[config.mk]
export PLATFORM = sky130hd
export DESIGN_NAME = debounce_bank
export DESIGN_NICKNAME = d
export VERILOG_FILES = /design/src/rtl/debounce_pkg.sv /design/src/rtl/debounce_channel.sv /design/src/rtl/debounce_bank.sv
export SDC_FILE = /design/constraint.sdc
export NUM_CORES = 1
export LEC_CHECK = 0
export ABC_AREA = 1
export CORE_UTILIZATION = 55
export CTS_CLUSTER_SIZE = 14
export DETAILED_ROUTE_END_ITERATION = 10
export PLACE_DENSITY = 0.8
export SETUP_SLACK_MARGIN = 0.1
export SYNTH_ARGS = -nofsm -noshare
export SYNTH_HDL_FRONTEND = slang
export SYNTH_SLANG_ARGS = --single-unit
[constraint.sdc]
create_clock -name clk -period 2 [get_ports clk]
set_input_delay 0.4 -clock clk [delete_from_list [all_inputs] [get_ports clk]]
set_output_delay 0.4 -clock clk [all_outputs]
set_load 0.01 [all_outputs]
[src/rtl/debounce_pkg.sv]
// rtl/debounce_pkg.sv - default constants, channel state type and width helper for debounce_bank
package debounce_pkg;

    localparam int DEF_STABLE_COUNT = 50;
    localparam int DEF_SYNC_STAGES  = 2;
    localparam int DEF_REPEAT_DELAY = 400;
    localparam int DEF_REPEAT_RATE  = 100;

    typedef enum logic {
        STABLE_LO = 1'b0,
        STABLE_HI = 1'b1
    } ch_state_e;

    // Ceiling log2, never below 1 so a counter always has at least one bit.
    function automatic int clog2(input int value);
        int result;
        int v;
        result = 0;
        v      = value - 1;
        while (v > 0) begin
            result = result + 1;
            v      = v >>> 1;
        end
        return (result < 1) ? 1 : result;
    endfunction

endpackage

[src/rtl/debounce_channel.sv]
// rtl/debounce_channel.sv - one debounced button: synchroniser, stability counter, edge events
// Optional auto-repeat on press_o when DEBOUNCE_BANK_REPEAT_EN is defined.
module debounce_channel
    import debounce_pkg::*;
#(
    parameter int STABLE_COUNT = DEF_STABLE_COUNT,
    parameter int SYNC_STAGES  = DEF_SYNC_STAGES
`ifdef DEBOUNCE_BANK_REPEAT_EN
    ,
    parameter int REPEAT_DELAY = DEF_REPEAT_DELAY,
    parameter int REPEAT_RATE  = DEF_REPEAT_RATE
`endif
) (
    input  logic clk,
    input  logic rst_L,
    input  logic tick_i,
    input  logic button_i,
    output logic state_o,
    output logic press_o,
    output logic release_o
);

    localparam int            CW       = clog2(STABLE_COUNT + 1);
    localparam logic [CW-1:0] CNT_LAST = CW'(STABLE_COUNT - 1);

    logic [SYNC_STAGES-1:0] sync_q;
    logic                   sync_lvl;
    ch_state_e              state_q;
    ch_state_e              state_d;
    logic [CW-1:0]          cnt_q;
    logic [CW-1:0]          cnt_d;
    logic                   accept;
    logic                   press_evt;
    logic                   release_evt;
    logic                   press_next;
    logic                   press_q;
    logic                   release_q;

    assign sync_lvl = sync_q[SYNC_STAGES-1];

    always_ff @(posedge clk or negedge rst_L) begin
        if (!rst_L) begin
            sync_q    <= '0;
            state_q   <= STABLE_LO;
            cnt_q     <= '0;
            press_q   <= 1'b0;
            release_q <= 1'b0;
        end else begin
            sync_q    <= {sync_q[SYNC_STAGES-2:0], button_i};
            state_q   <= state_d;
            cnt_q     <= cnt_d;
            press_q   <= press_next;
            release_q <= release_evt;
        end
    end

    // Any agreeing sample restarts the window, so a lone glitch cannot accumulate.
    always_comb begin
        state_d = state_q;
        cnt_d   = cnt_q;
        accept  = 1'b0;
        if (sync_lvl == state_o) begin
            cnt_d = '0;
        end else if (tick_i && (cnt_q == CNT_LAST)) begin
            accept  = 1'b1;
            cnt_d   = '0;
            state_d = (state_q == STABLE_HI) ? STABLE_LO : STABLE_HI;
        end else if (tick_i) begin
            cnt_d = cnt_q + 1'b1;
        end
    end

    assign press_evt   = accept && (state_q == STABLE_LO);
    assign release_evt = accept && (state_q == STABLE_HI);

`ifdef DEBOUNCE_BANK_REPEAT_EN
    localparam int            RMAX       = (REPEAT_DELAY > REPEAT_RATE) ? REPEAT_DELAY : REPEAT_RATE;
    localparam int            RW         = clog2(RMAX + 1);
    localparam logic [RW-1:0] DELAY_LAST = RW'(REPEAT_DELAY - 1);
    localparam logic [RW-1:0] RATE_LAST  = RW'(REPEAT_RATE - 1);

    logic [RW-1:0] rcnt_q;
    logic [RW-1:0] rcnt_d;
    logic          rfirst_q;
    logic          rfirst_d;
    logic          rep_pulse;

    always_ff @(posedge clk or negedge rst_L) begin
        if (!rst_L) begin
            rcnt_q   <= '0;
            rfirst_q <= 1'b0;
        end else begin
            rcnt_q   <= rcnt_d;
            rfirst_q <= rfirst_d;
        end
    end

    // rfirst_q selects the initial delay versus the steady repeat period.
    always_comb begin
        rcnt_d    = rcnt_q;
        rfirst_d  = rfirst_q;
        rep_pulse = 1'b0;
        if ((state_q == STABLE_LO) || accept) begin
            rcnt_d   = '0;
            rfirst_d = 1'b0;
        end else if (tick_i) begin
            if (rcnt_q == (rfirst_q ? RATE_LAST : DELAY_LAST)) begin
                rep_pulse = 1'b1;
                rcnt_d    = '0;
                rfirst_d  = 1'b1;
            end else begin
                rcnt_d = rcnt_q + 1'b1;
            end
        end
    end

    assign press_next = press_evt | rep_pulse;
`else
    assign press_next = press_evt;
`endif

    assign state_o   = (state_q == STABLE_HI);
    assign press_o   = press_q;
    assign release_o = release_q;

endmodule

[src/rtl/debounce_bank.sv]
// rtl/debounce_bank.sv - CHANNELS-wide debouncer for keypad/fire buttons with registered any_o
// Auto-repeat on press_o is built only when DEBOUNCE_BANK_REPEAT_EN is defined.
module debounce_bank
    import debounce_pkg::*;
#(
    parameter int CHANNELS     = 8,
    parameter int STABLE_COUNT = DEF_STABLE_COUNT,
    parameter int SYNC_STAGES  = DEF_SYNC_STAGES
`ifdef DEBOUNCE_BANK_REPEAT_EN
    ,
    parameter int REPEAT_DELAY = DEF_REPEAT_DELAY,
    parameter int REPEAT_RATE  = DEF_REPEAT_RATE
`endif
) (
    input  logic                clk,
    input  logic                rst_L,
    input  logic                tick_i,
    input  logic [CHANNELS-1:0] button_i,
    output logic [CHANNELS-1:0] state_o,
    output logic [CHANNELS-1:0] press_o,
    output logic [CHANNELS-1:0] release_o,
    output logic                any_o
);

    logic any_q;

    for (genvar i = 0; i < CHANNELS; i++) begin : g_ch
        debounce_channel #(
            .STABLE_COUNT(STABLE_COUNT),
            .SYNC_STAGES (SYNC_STAGES)
`ifdef DEBOUNCE_BANK_REPEAT_EN
            ,
            .REPEAT_DELAY(REPEAT_DELAY),
            .REPEAT_RATE (REPEAT_RATE)
`endif
        ) u_ch (
            .clk      (clk),
            .rst_L    (rst_L),
            .tick_i   (tick_i),
            .button_i (button_i[i]),
            .state_o  (state_o[i]),
            .press_o  (press_o[i]),
            .release_o(release_o[i])
        );
    end

    always_ff @(posedge clk or negedge rst_L) begin
        if (!rst_L) begin
            any_q <= 1'b0;
        end else begin
            any_q <= |state_o;
        end
    end

    assign any_o = any_q;

endmodule
# == Word-level counts from Yosys, hierarchy flattened ==
# Cells that the tools add are included.
# classes
n_addsub,8
eq_ne,16
n_mux,48
bitwise_logic,16
reduce_logical,41
# op_table
cell,n
two-way mux 6 bit,24
adder 6 x 1 -> 6 bit (second input constant),8
== test 6 bit (second input constant),8
logical AND 1 bit,24
two-way mux 1 bit,24
nonzero test 3 bit,8
inverter 1 bit,16
AND reduction 2 bit,8
== test 1 bit,8
OR reduction 8 bit,1
# word_totals
ff_bits,89
inputBits,11
output_inout_bits,25
word_cells,170

# == Longest topological paths before layout ==
# depth
word_depth,5
mapped_depth,8
mapped_depth_nobuf,8

# == By module ==
# Synthesis repeated with hierarchy kept, for this count alone.
# unflattened
cells_unflattened,568
area_unflattened_um2,4375.4
# modules_own_cells
mod,n_inst,cells_each,area_per_inst_um2,seq_area_each_um2
debounce_channel,8,69,536.8,275.3
debounce_bank,1,16,81.3,25.0

# == Least setup slack after synthesis ==
# OpenSTA, ideal clock, no wires.
# synth_path
path_type,reg2reg
start,reg g_ch[3].u_ch.cnt_q[0]
end,reg g_ch[3].u_ch.cnt_q[4]
setup_ns,0.116
arrival_time_ns,0.955
required_time_ns,1.884
setup_slack_ns,0.929
stages_incl_launch_ff,7
n_path_buf,0
period_less_slack_ns,1.071
path_cell_list,dfrtp_1 ha_1 nand2_1 nor2_1 xor2_1 nand2_1 nand2_1
# synth_via
elab_chain_cells,4
elab_cells_between_ends,7
classes_between,1 x add/sub; 1 x eq/ne; 3 x mux; 2 x reduce/logical
# synth_rtl
item,line,rtl
from (decl),debounce_channel.sv:30,logic [CW-1:0] cnt_q;
from (signal assigned),debounce_channel.sv:51,cnt_q <= cnt_d;
adder 6 x 1 -> 6 bit or == test 6 bit (tied branches),"debounce_channel.sv:69, debounce_channel.sv:64",
two-way mux 6 bit or logical AND 1 bit (tied branches),"debounce_channel.sv:68, debounce_channel.sv:64",
two-way mux 6 bit,debounce_channel.sv:64,end else if (tick_i && (cnt_q == CNT_LAST)) begin
two-way mux 6 bit,debounce_channel.sv:62,if (sync_lvl == state_o) begin
# Parallel ways exist; a longest one is shown, timed or not. The select of a mux whose other input is x is not followed.
# A chain may end at the register's enable or synchronous reset.

# == Final worst setup path ==
# layout_path
start,reg g_ch[2].u_ch.state_q
end,out state_o[2]
# layout_rtl
item,line,rtl
from (decl),debounce_channel.sv:28,ch_state_e state_q;
from (signal assigned),debounce_channel.sv:50,state_q <= state_d;
to (decl),debounce_bank.sv:19,"output logic [CHANNELS-1:0] state_o,"
# No word-level cell between the ends.

==> results.md <==
* Status: finished clean
* Post-Route WL at 7.757 mm
* Setup tns final at 0 ps
* Design area at 4828 µm²
* Final period util at 0.8949
* Vias at 3,276
* Gpl congestion at 0.8502
* Hold Crit Depth at 0
* Share of the synthesized area in the top cell type at 0.5152
* Final HPWL from detailed placement at 5.664 mm
* CTS max path bufs at 2
* Synthesized cell area at 4323 µm²
* Comb power frac at 0.063
* CP startpoint kind: flop
* Sequential-to-total area share from yosys stat at 0.5152
* Slowest-stage cell, CP: clkdlybuf4s50_1
* Layout cells sized above 1 at 0.05650
* Ys flop type: dfrtp_1
* Die W at 90.66 µm
* Largest net degree at the start of global routing at 57
* Number of synthesized flops with an enable pin at 0
* Net switching power at 0.7547 mW
* Worst-path cell chain: clkdlybuf4s50_1
* Grt ovf at 0
* Initial DRC Count at 191
* Switch share at 0.2301
* # diodes at 0
* Critical Path Sink Type: output pin
* Worst hold margin at 352.0 ps
* Internal power at 2.525 mW
* Static Leak at 2.414 nW
* Netlist cell types at 19
* CTS tree: built
* Top post-synthesis cells by area: dfrtp_1 52%, nand2_1 11%, inv_1 5.3%, ha_1 4.6%, nand4_1 4.6%
* Multi-input logic area at 1648 µm²
* Deepest level of the CTS H-tree at 3
* Syn nets at 532
* Placed cell area at 4631 µm²
* Post-CTS setup buffers at 0
* Core ar. at 7408 µm²
* Fin. Hold Viols at 0
* Setup WS pre-CTS at 228.3 ps
* Number of max-cap violations at 0
* Crit path max fanout at 5
* WP depth at 1
* Cells after Synth at 505
* Area Growth Syn to Fin at 11.69%
* R2r worst-path depth at 8
* Flop pwr share at 0.576
* Final setup margin at 210.2 ps
* Synth warn at 0
* Final nets at 554
* Fill cells at 602
* PD cells at 679.2 nW/µm²
* Rel. slew slack at 0.7938
* Crit-path max cell delay at 580 ps
* Kind of critical path: flop to output pin
* Fin crit period at 1790 ps
* Cell taking the most area after synthesis: dfrtp_1
* CP bufs+invs at 1
* GRT Total Usage at 0.2046
* Maximum vdd drop at 0.0004565 V
* Vias per cell at 5.200
* Total power at 3.279 mW
* RSZ-0062 raised after global routing: no
* Starting Density at 0.5835
* Clk Latency, worst-skew pair at 350 ps
* Vias in the first global route at 3,049
* Hold/Removal Path Class: flop to flop
* Pins Over Slew Limit at 0
* Vert. Die Dim at 90.66 µm
* Post-synth ARST share at 1.000
* CTS clk-pin slew, worst paths at 80 ps
* #FFs+latches synth at 89
* Die area at 8218 µm²
* WL per Instance at 12.31 µm
* Num CTS Buffers at 9
* Cell Rows at 31
* FF+latch area at 2227 µm²
* DRC at 0
* Clock skew at 8.313 ps
* Final antenna-violating net count at 0
* Clock sink total at 89
* Endpoints failing setup at 0
* Root buf cell: clkbuf_8
* Maximum clock rate at 558.7 MHz
* I/O pin total at 36
* Part of the power in the clock network at 0.361
* Port-buffer cells at 35
* Syn avg cell area at 8.560 µm²
* Arrival time worst endpoint at 1390 ps
* Initial antenna violation count at 0
* Worst Tran Pin Value at 307.0 ps
* Crit-path leading delay family: buffers and inverters
* Drt pass-1 iters at 4
* Critical Path RT at 1600 ps
* First-pass GRT wire length at 13.46 mm
[path summary, 6_finish.rpt]
check | start | endpoint | slack [ps]
worst max-delay path | g_ch[2].u_ch.state_o | state_o[2] | 210
worst min-delay path | g_ch[2].u_ch.sync_q[0] | g_ch[2].u_ch.sync_q[1] | 350
worst max register to register | g_ch[2].u_ch.state_o | g_ch[2].u_ch.cnt_q[5] | 760
worst min register to register | g_ch[2].u_ch.sync_q[0] | g_ch[2].u_ch.sync_q[1] | 350
max in group asynchronous | rst_L | g_ch[4].u_ch.cnt_q[3] | 940
min in group asynchronous | rst_L | g_ch[6].u_ch.sync_q[1] | 480
[layout by cell type (no fill, tap or decap), types with 8 or more instances in the layout]
master	instances
nand2_1	128
dfrtp_1	89
inv_1	61
nor2_1	44
nand3_1	35
clkdlybuf4s50_1	34
nand4_1	32
o21ai_0	28
ha_1	16
xor2_1	12
nand2_2	12
clkbuf_8	10
o22ai_1	8
[power groups by stage]
stage / registers, mW / clock network (mW) / logic, mW
2_1_floorplan: 1.91 / 0 / 0.119
3_3_place_gp: 1.92 / 0 / 0.198
3_5_place_dp: 1.92 / 0 / 0.209
4_1_cts: 1.89 / 1.21 / 0.212
5_1_grt: 1.90 / 1.29 / 0.238
6_report: 1.89 / 1.18 / 0.208
[cell families after synthesis]
kind of cell / synth area share
simple gates: 0.2596
buf+inv: 0.1036
flops: 0.5152
compound gates: 0.05094
fa+ha+maj: 0.04631
xor+xnor: 0.02431
[registers in the layout, indices dropped and copies added, names as in the netlist]
register and cells:
any_o 1, g_ch.u_ch.cnt_q 48, g_ch.u_ch.press_o 8, g_ch.u_ch.release_o 8, g_ch.u_ch.state_o 8, g_ch.u_ch.sync_q 16
[final cells by class]
type,count,share of cell area
flip-flops and latches,89,0.4613
multi-input cells,325,0.3413
repair buffers,39,0.08396
inverters,63,0.04898
clock buffers,13,0.03084
well taps,99,0.02565
clock inverters,2,0.008033
[Yosys cell counts (2+ instances only)]
library cell	n
nand2_2	12
nand3b_1	2
o21ai_0	28
dfrtp_1	89
buf_4	26
inv_1	61
ha_1	16
nor2_1	44
nand4_1	32
inv_2	2
nand2_1	128
xor2_1	12
o22ai_1	8
o21ai_1	6
nand3_1	35
[metrics by stage]
step	utilization	cells
after floorplan	-	505
after global placement	0.6251	614
after detailed placement	0.6251	614
after CTS	0.6517	630
after global routing	0.6517	630
final	0.6517	630
[per-layer routing]
metal  vias to the layer above  wire length (µm)  GRT usage
li1                       1645                 -          -
met1                      1556              3594     0.2666
met2                        65              3777     0.3340
met3                        10               295    0.04209
met4                         0                89    0.08333
met5                         -                 0          0
[timing repair]
action / 4_1_cts / 5_1_grt
endpoints found under the hold margin: 22 / 0
resized for setup: 0 / 0
hold buffers: 1 / 0
(Power assumes the default switching activity.)
